`config.mk`:
```
export PLATFORM = sky130hd
export DESIGN_NAME = mul_div_unit
export DESIGN_NICKNAME = d
export VERILOG_FILES = /design/src/rtl/mdu_pkg.sv /design/src/rtl/mdu_div_core.sv /design/src/rtl/mul_div_unit.sv
export SDC_FILE = /design/constraint.sdc
export NUM_CORES = 1
export LEC_CHECK = 0
export ABC_AREA = 1
export CELL_PAD_IN_SITES_DETAIL_PLACEMENT = 0
export CELL_PAD_IN_SITES_GLOBAL_PLACEMENT = 1
export CORE_MARGIN = 10
export CORE_UTILIZATION = 32
export CTS_CLUSTER_DIAMETER = 200
export DETAILED_ROUTE_END_ITERATION = 7
export GPL_TIMING_DRIVEN = 0
export PLACE_DENSITY = 0.67
export SYNTH_ARGS = -nofsm -noshare
export SYNTH_HDL_FRONTEND = slang
export SYNTH_SLANG_ARGS = --single-unit
```
`constraint.sdc`:
```
create_clock -name clk -period 3 [get_ports clk]
set_input_delay 0.9 -clock clk [delete_from_list [all_inputs] [get_ports clk]]
set_output_delay 0.9 -clock clk [all_outputs]
set_load 0.1 [all_outputs]
```
`src/rtl/mdu_pkg.sv`:
```
// Shared encodings for the multiply/divide unit: op codes, FSM states, default width.
// Optional build macro MDU_FAST_MUL_EN is consumed by mul_div_unit.
package mdu_pkg;

    localparam int MDU_DATA_W = 32;

    typedef enum logic [1:0] {
        MDU_MULT  = 2'b00,
        MDU_MULTU = 2'b01,
        MDU_DIV   = 2'b10,
        MDU_DIVU  = 2'b11
    } mdu_op_e;

    typedef enum logic [1:0] {
        IDLE = 2'b00,
        BUSY = 2'b01,
        DONE = 2'b10
    } mdu_state_e;

endpackage

```
`src/rtl/mdu_div_core.sv`:
```
// Restoring-division datapath on unsigned magnitudes: one quotient bit per step,
// DATA_W steps after load yield quotient and remainder.
module mdu_div_core #(
    parameter int DATA_W = 32
) (
    input  logic              clk,
    input  logic              resetn,
    input  logic              load,
    input  logic              step,
    input  logic [DATA_W-1:0] dividend,
    input  logic [DATA_W-1:0] divisor,
    output logic [DATA_W-1:0] quotient,
    output logic [DATA_W-1:0] remainder
);

    logic [DATA_W-1:0] dvs_q;
    logic [DATA_W-1:0] quo_q;
    logic [DATA_W-1:0] rem_q;
    logic [DATA_W:0]   trial;

    // MSB of the trial difference is the borrow: set means the divisor did not fit
    assign trial = {rem_q, quo_q[DATA_W-1]} - {1'b0, dvs_q};

    always_ff @(posedge clk or negedge resetn) begin
        if (!resetn) begin
            dvs_q <= '0;
            quo_q <= '0;
            rem_q <= '0;
        end else if (load) begin
            dvs_q <= divisor;
            quo_q <= dividend;
            rem_q <= '0;
        end else if (step) begin
            if (!trial[DATA_W]) begin
                rem_q <= trial[DATA_W-1:0];
                quo_q <= {quo_q[DATA_W-2:0], 1'b1};
            end else begin
                rem_q <= {rem_q[DATA_W-2:0], quo_q[DATA_W-1]};
                quo_q <= {quo_q[DATA_W-2:0], 1'b0};
            end
        end
    end

    assign quotient  = quo_q;
    assign remainder = rem_q;

endmodule

```
`src/rtl/mul_div_unit.sv`:
```
// Multi-cycle MULT/MULTU/DIV/DIVU unit owning HI/LO, with start/cancel handshake.
// Define MDU_FAST_MUL_EN for a single-cycle combinational multiplier.
module mul_div_unit
    import mdu_pkg::*;
#(
    parameter int DATA_W = MDU_DATA_W
) (
    input  logic              clk,
    input  logic              resetn,
    input  logic              start_i,
    input  logic [1:0]        op_i,
    input  logic [DATA_W-1:0] src_a_i,
    input  logic [DATA_W-1:0] src_b_i,
    input  logic              cancel_i,
    input  logic              hi_we_i,
    input  logic              lo_we_i,
    input  logic [DATA_W-1:0] hilo_wdata_i,
    output logic              busy_o,
    output logic              stall_o,
    output logic              done_o,
    output logic [DATA_W-1:0] hi_o,
    output logic [DATA_W-1:0] lo_o
);

    localparam int CNT_W = $clog2(DATA_W) + 1;

    mdu_state_e state, state_nxt;

    logic                  launch;
    logic                  is_div_in, is_signed_in, a_neg, b_neg;
    logic [DATA_W-1:0]     abs_a, abs_b;

    logic                  is_div_q, neg_res, neg_rem, div_zero;
    logic [DATA_W-1:0]     mag_a, dvd_raw;
    logic [CNT_W-1:0]      cnt;
    logic [2*DATA_W-1:0]   prod, prod_fix;
    logic                  fast_mul, last_step;

    logic [DATA_W-1:0]     quo, rem;
    logic [DATA_W-1:0]     res_hi, res_lo;
    logic [DATA_W-1:0]     hi_q, lo_q;

    assign launch       = (state == IDLE) && start_i && !cancel_i;
    assign is_div_in    = (op_i == MDU_DIV) || (op_i == MDU_DIVU);
    assign is_signed_in = (op_i == MDU_MULT) || (op_i == MDU_DIV);
    assign a_neg        = is_signed_in && src_a_i[DATA_W-1];
    assign b_neg        = is_signed_in && src_b_i[DATA_W-1];
    assign abs_a        = a_neg ? -src_a_i : src_a_i;
    assign abs_b        = b_neg ? -src_b_i : src_b_i;

`ifdef MDU_FAST_MUL_EN
    assign fast_mul = !is_div_q;
`else
    assign fast_mul = 1'b0;
`endif
    assign last_step = fast_mul || (cnt == CNT_W'(1));

    always_ff @(posedge clk or negedge resetn) begin
        if (!resetn) state <= IDLE;
        else         state <= state_nxt;
    end

    always_comb begin
        state_nxt = state;
        case (state)
            IDLE:    if (start_i) state_nxt = BUSY;
            BUSY:    if (last_step) state_nxt = DONE;
            DONE:    state_nxt = IDLE;
            default: state_nxt = IDLE;
        endcase
        if (cancel_i) state_nxt = IDLE;
    end

    // Operand magnitudes and result signs are frozen at launch
    always_ff @(posedge clk or negedge resetn) begin
        if (!resetn) begin
            is_div_q <= 1'b0;
            neg_res  <= 1'b0;
            neg_rem  <= 1'b0;
            div_zero <= 1'b0;
            mag_a    <= '0;
            dvd_raw  <= '0;
            cnt      <= '0;
        end else if (launch) begin
            is_div_q <= is_div_in;
            neg_res  <= a_neg ^ b_neg;
            neg_rem  <= a_neg;
            div_zero <= is_div_in && (src_b_i == '0);
            mag_a    <= abs_a;
            dvd_raw  <= src_a_i;
            cnt      <= CNT_W'(DATA_W);
        end else if (state == BUSY) begin
            cnt <= cnt - CNT_W'(1);
        end
    end

`ifndef MDU_FAST_MUL_EN
    logic [DATA_W:0] add_sum;
    assign add_sum = {1'b0, prod[2*DATA_W-1:DATA_W]} + (prod[0] ? {1'b0, mag_a} : '0);
`endif

    // Low half of prod starts as the multiplier and is consumed one bit per step
    always_ff @(posedge clk or negedge resetn) begin
        if (!resetn) begin
            prod <= '0;
        end else if (launch) begin
            prod <= {{DATA_W{1'b0}}, abs_b};
        end else if (state == BUSY && !is_div_q) begin
`ifdef MDU_FAST_MUL_EN
            prod <= (2*DATA_W)'(mag_a) * (2*DATA_W)'(prod[DATA_W-1:0]);
`else
            prod <= {add_sum, prod[DATA_W-1:1]};
`endif
        end
    end

    mdu_div_core #(.DATA_W(DATA_W)) u_div (
        .clk       (clk),
        .resetn    (resetn),
        .load      (launch),
        .step      ((state == BUSY) && is_div_q),
        .dividend  (abs_a),
        .divisor   (abs_b),
        .quotient  (quo),
        .remainder (rem)
    );

    assign prod_fix = neg_res ? -prod : prod;

    always_comb begin
        res_hi = prod_fix[2*DATA_W-1:DATA_W];
        res_lo = prod_fix[DATA_W-1:0];
        if (is_div_q) begin
            if (div_zero) begin
                res_hi = dvd_raw;
                res_lo = '1;
            end else begin
                res_hi = neg_rem ? -rem : rem;
                res_lo = neg_res ? -quo : quo;
            end
        end
    end

    // Completed result overrides MTHI/MTLO; a cancelled DONE falls back to them
    always_ff @(posedge clk or negedge resetn) begin
        if (!resetn) begin
            hi_q <= '0;
            lo_q <= '0;
        end else if (state == DONE && !cancel_i) begin
            hi_q <= res_hi;
            lo_q <= res_lo;
        end else begin
            if (hi_we_i) hi_q <= hilo_wdata_i;
            if (lo_we_i) lo_q <= hilo_wdata_i;
        end
    end

    assign busy_o  = (state == BUSY);
    assign stall_o = launch || (state == BUSY);
    assign done_o  = (state == DONE);
    assign hi_o    = hi_q;
    assign lo_o    = lo_q;

endmodule

```
==> metrics <==
sequential area share after synthesis=0.3123; FF-to-FF setup slack=60 ps; latest clock arrival within the worst-skew pair=580 ps; vias per cell=5.297; reg2reg path depth=8; synthesized cell area=23960 um^2; first-pass GRT wire length=172600 um; # DRC=0; clock sink total=299; top_reg_cell synth=dfrtp_1; GPL Wtd Cong=1.007; Tcrit/Tclk final=1.002; critical path type=primary input to register; # IOs=171; routed vias=26956; worst slew pin tran=1236 ps; maximum clock path buffer count=3; Clock Skew=20.50 ps; reg2reg end=lo_o[16]; die footprint=86220 um^2; yosys warns=0; initial DRC count=3053; Synth area leader=dfrtp_1; Req. time, crit path=3490 ps; Gate Count Post-Synth=3878; Max Slew Vio Count=0; starting density of the core=0.3224; nature of the critical path endpoint=register; PnR worst setup slack=-6.080 ps; Peak VDD IR=400.8 uV; outcome=complete, but fails checks; H-tree levels=2; failing checks=negative setup slack; DPL Wire Length=98930 um; total track usage=0.2699; mean post-synth cell area=6.178 um^2; Crit path largest cell delay=590 ps; Rows=100; cell with the most instances after synthesis=nand2_1; final WL=119500 um; CTS clock-pin slew for the worst setup and hold paths=60 ps; Port Buffers=170; Layout area overhead=18.19%; Hold Vio Cnt, Final=0; # setup viols final=1; Pwr Total=27470 uW; unrepaired setup endpoints after global routing=true; Crit path arrival time=3500 ps; CTS tree=built; Final #Nets=4267; Yosys top cell area share=0.3123; core box area=74320 um^2; Crit Reg-Reg Startpoint=neg_res; Die X=293.6 um; die height=293.6 um; GR Overflow Total=0; CTS Buf Count=38; fin crit period=3006 ps; power per cell area=970.1 nW/um^2; Final Util=0.3810; vias in the first global route=25374; EDFF count, synth=0; Hold Path Class=primary input to asynchronous set/reset pin; crit path from=cancel_i; share of layout cells above drive strength 1=0.04807; # Max-Cap Violations=0; dominant cells by area after synthesis=dfrtp_1 (31%), nand2_1 (21%), inv_1 (7.7%); share of flip-flops with an asynchronous set or reset=1.000; hold_buf cts=0; startpoint types=primary input; Syn Nets=4055; count of different cell masters after synthesis=49; CTS root buf=clkbuf_16; Static Leak=0.01468 uW; largest net degree at the start of global routing=114; Worst Path Max Fanout=10; Antenna Nets Post-Route=0; fmax=332.7 MHz; 1st-pass router iterations=6; initial antenna violation count=4; #FFs+latches synth=299; slew margin rel.=0.1630; Crit-path slowest cell=clkbuf_1; Post-synth top cells=nand2_1 (1338), inv_1 (489), nor2_1 (368), nand3_1 (346), o21ai_0 (317); worst path cell trace=clkdlybuf4s50_1 -> inv_2 -> nand2_1 -> inv_2 -> clkbuf_1 -> nand3_1 -> nand3_1; WL per Instance=23.48 um
-- critical path: cells and delay by family --
kind / cells / cell delay (ps)
buffers and inverters: 4 / 1510
and+or+nand+nor: 3 / 1070
-- worst max-delay path by stage --
stage	slack, ps	cells after the start	to
after global routing	-10	7	u_div.quotient[12]
after floorplan	10	4	stall_o
after detailed placement	-1250	6	stall_o
after CTS	-220	6	stall_o
after global placement	-13010	1	mag_a[28]
final	-6	7	lo_o[2]
-- kinds of logic (layout without fill, tap and decap cells) --
kind of cell	Yosys count	count (layout)	synth area share
other	0	1	0
adder cells (fa/ha/maj)	73	73	0.03875
buffers and inverters	630	871	0.1032
flip-flops	299	299	0.3123
XOR/XNOR	37	37	0.01353
AO/OA/AOI/OAI	611	611	0.1450
AND/OR/NAND/NOR	2228	2228	0.3873
-- state kept, by name, summed over array words and instances, names as in the netlist --
register and count:
cnt 6, div_zero 1, dvd_raw 31, hi_o 32, is_div_q 1, lo_o 32
mag_a 32, neg_rem 1, neg_res 1, prod 64, state 2, u_div.dvs_q 32
u_div.quotient 32, u_div.remainder 32
-- layout make-up --
type | count | area, um^2
fill | 8451 | 46000
antenna | 1 | 2.502
sequential | 299 | 7482
inverter | 504 | 1893
timing repair buffer | 172 | 1752
buffer | 126 | 590.6
tap | 969 | 1212
clock buffer | 54 | 1111
clock inverter | 15 | 234.0
multi-input combinational | 2949 | 14040
-- where the power goes --
part	switching (uW)	leakage, uW	internal (uW)
sequential	1630	0.00373	5280
combinational	11100	0.0103	4450
clock	2000	0.000663	3030
total	14700	0.0147	12800
-- timing repair --
action                                  4_1_cts  5_1_grt
setup buffers                                 0        0
cloned                                        0        0
pin swaps                                     0        0
gates resized for setup                      51       41
endpoints found under the setup margin       46       35
-- placed cells by master (no fill, tap or decap), drive strengths merged, types with 5 or more instances in the layout --
| cell | count |
|---|---|
| clkbuf | 119 |
| ha | 71 |
| bufinv | 5 |
| o221ai | 19 |
| nand3b | 23 |
| dlygate4sd2 | 38 |
| dfrtp | 299 |
| a21o | 11 |
| a21boi | 5 |
| nand3 | 348 |
| o22ai | 7 |
| a31oi | 6 |
| nor2 | 386 |
| a22oi | 24 |
| or2 | 12 |
| nor3 | 37 |
| o21bai | 9 |
| xnor2 | 16 |
| o21ai | 330 |
| dlymetal6s2s | 13 |
| o211ai | 37 |
| clkinv | 10 |
| buf | 66 |
| xor2 | 21 |
| o21a | 16 |
| a21oi | 140 |
| inv | 504 |
| clkdlybuf4s50 | 115 |
| nand4 | 62 |
| nand2 | 1353 |
-- through the flow --
stage / hold slack (ps) / instances / area [um^2] / setup TNS, ps / worst slack [ps]
finish: 338.7 / 5089 / 28320 / -6.080 / -6.080
global placement: 454.6 / 5017 / 26870 / -3931440 / -13010
floorplan: 433.4 / 3878 / 23960 / 0 / 14.42
CTS: 379.9 / 5088 / 28240 / -221.8 / -221.8
global route: 408.3 / 5088 / 28320 / -13.71 / -13.71
detailed placement: 460.2 / 5019 / 26930 / -52260 / -1248
-- metal layers --
metal | share of wire | track usage | vias to the layer above | routed length, um
li1 | - | - | 12934 | -
met1 | 0.47 | 0.3887 | 12758 | 56440
met2 | 0.41 | 0.3913 | 1135 | 48670
met3 | 0.096 | 0.07330 | 125 | 11420
met4 | 0.024 | 0.06555 | 4 | 2918
met5 | 0.00020 | 0 | - | 24
No activity file was read; power rests on OpenSTA's default activity.
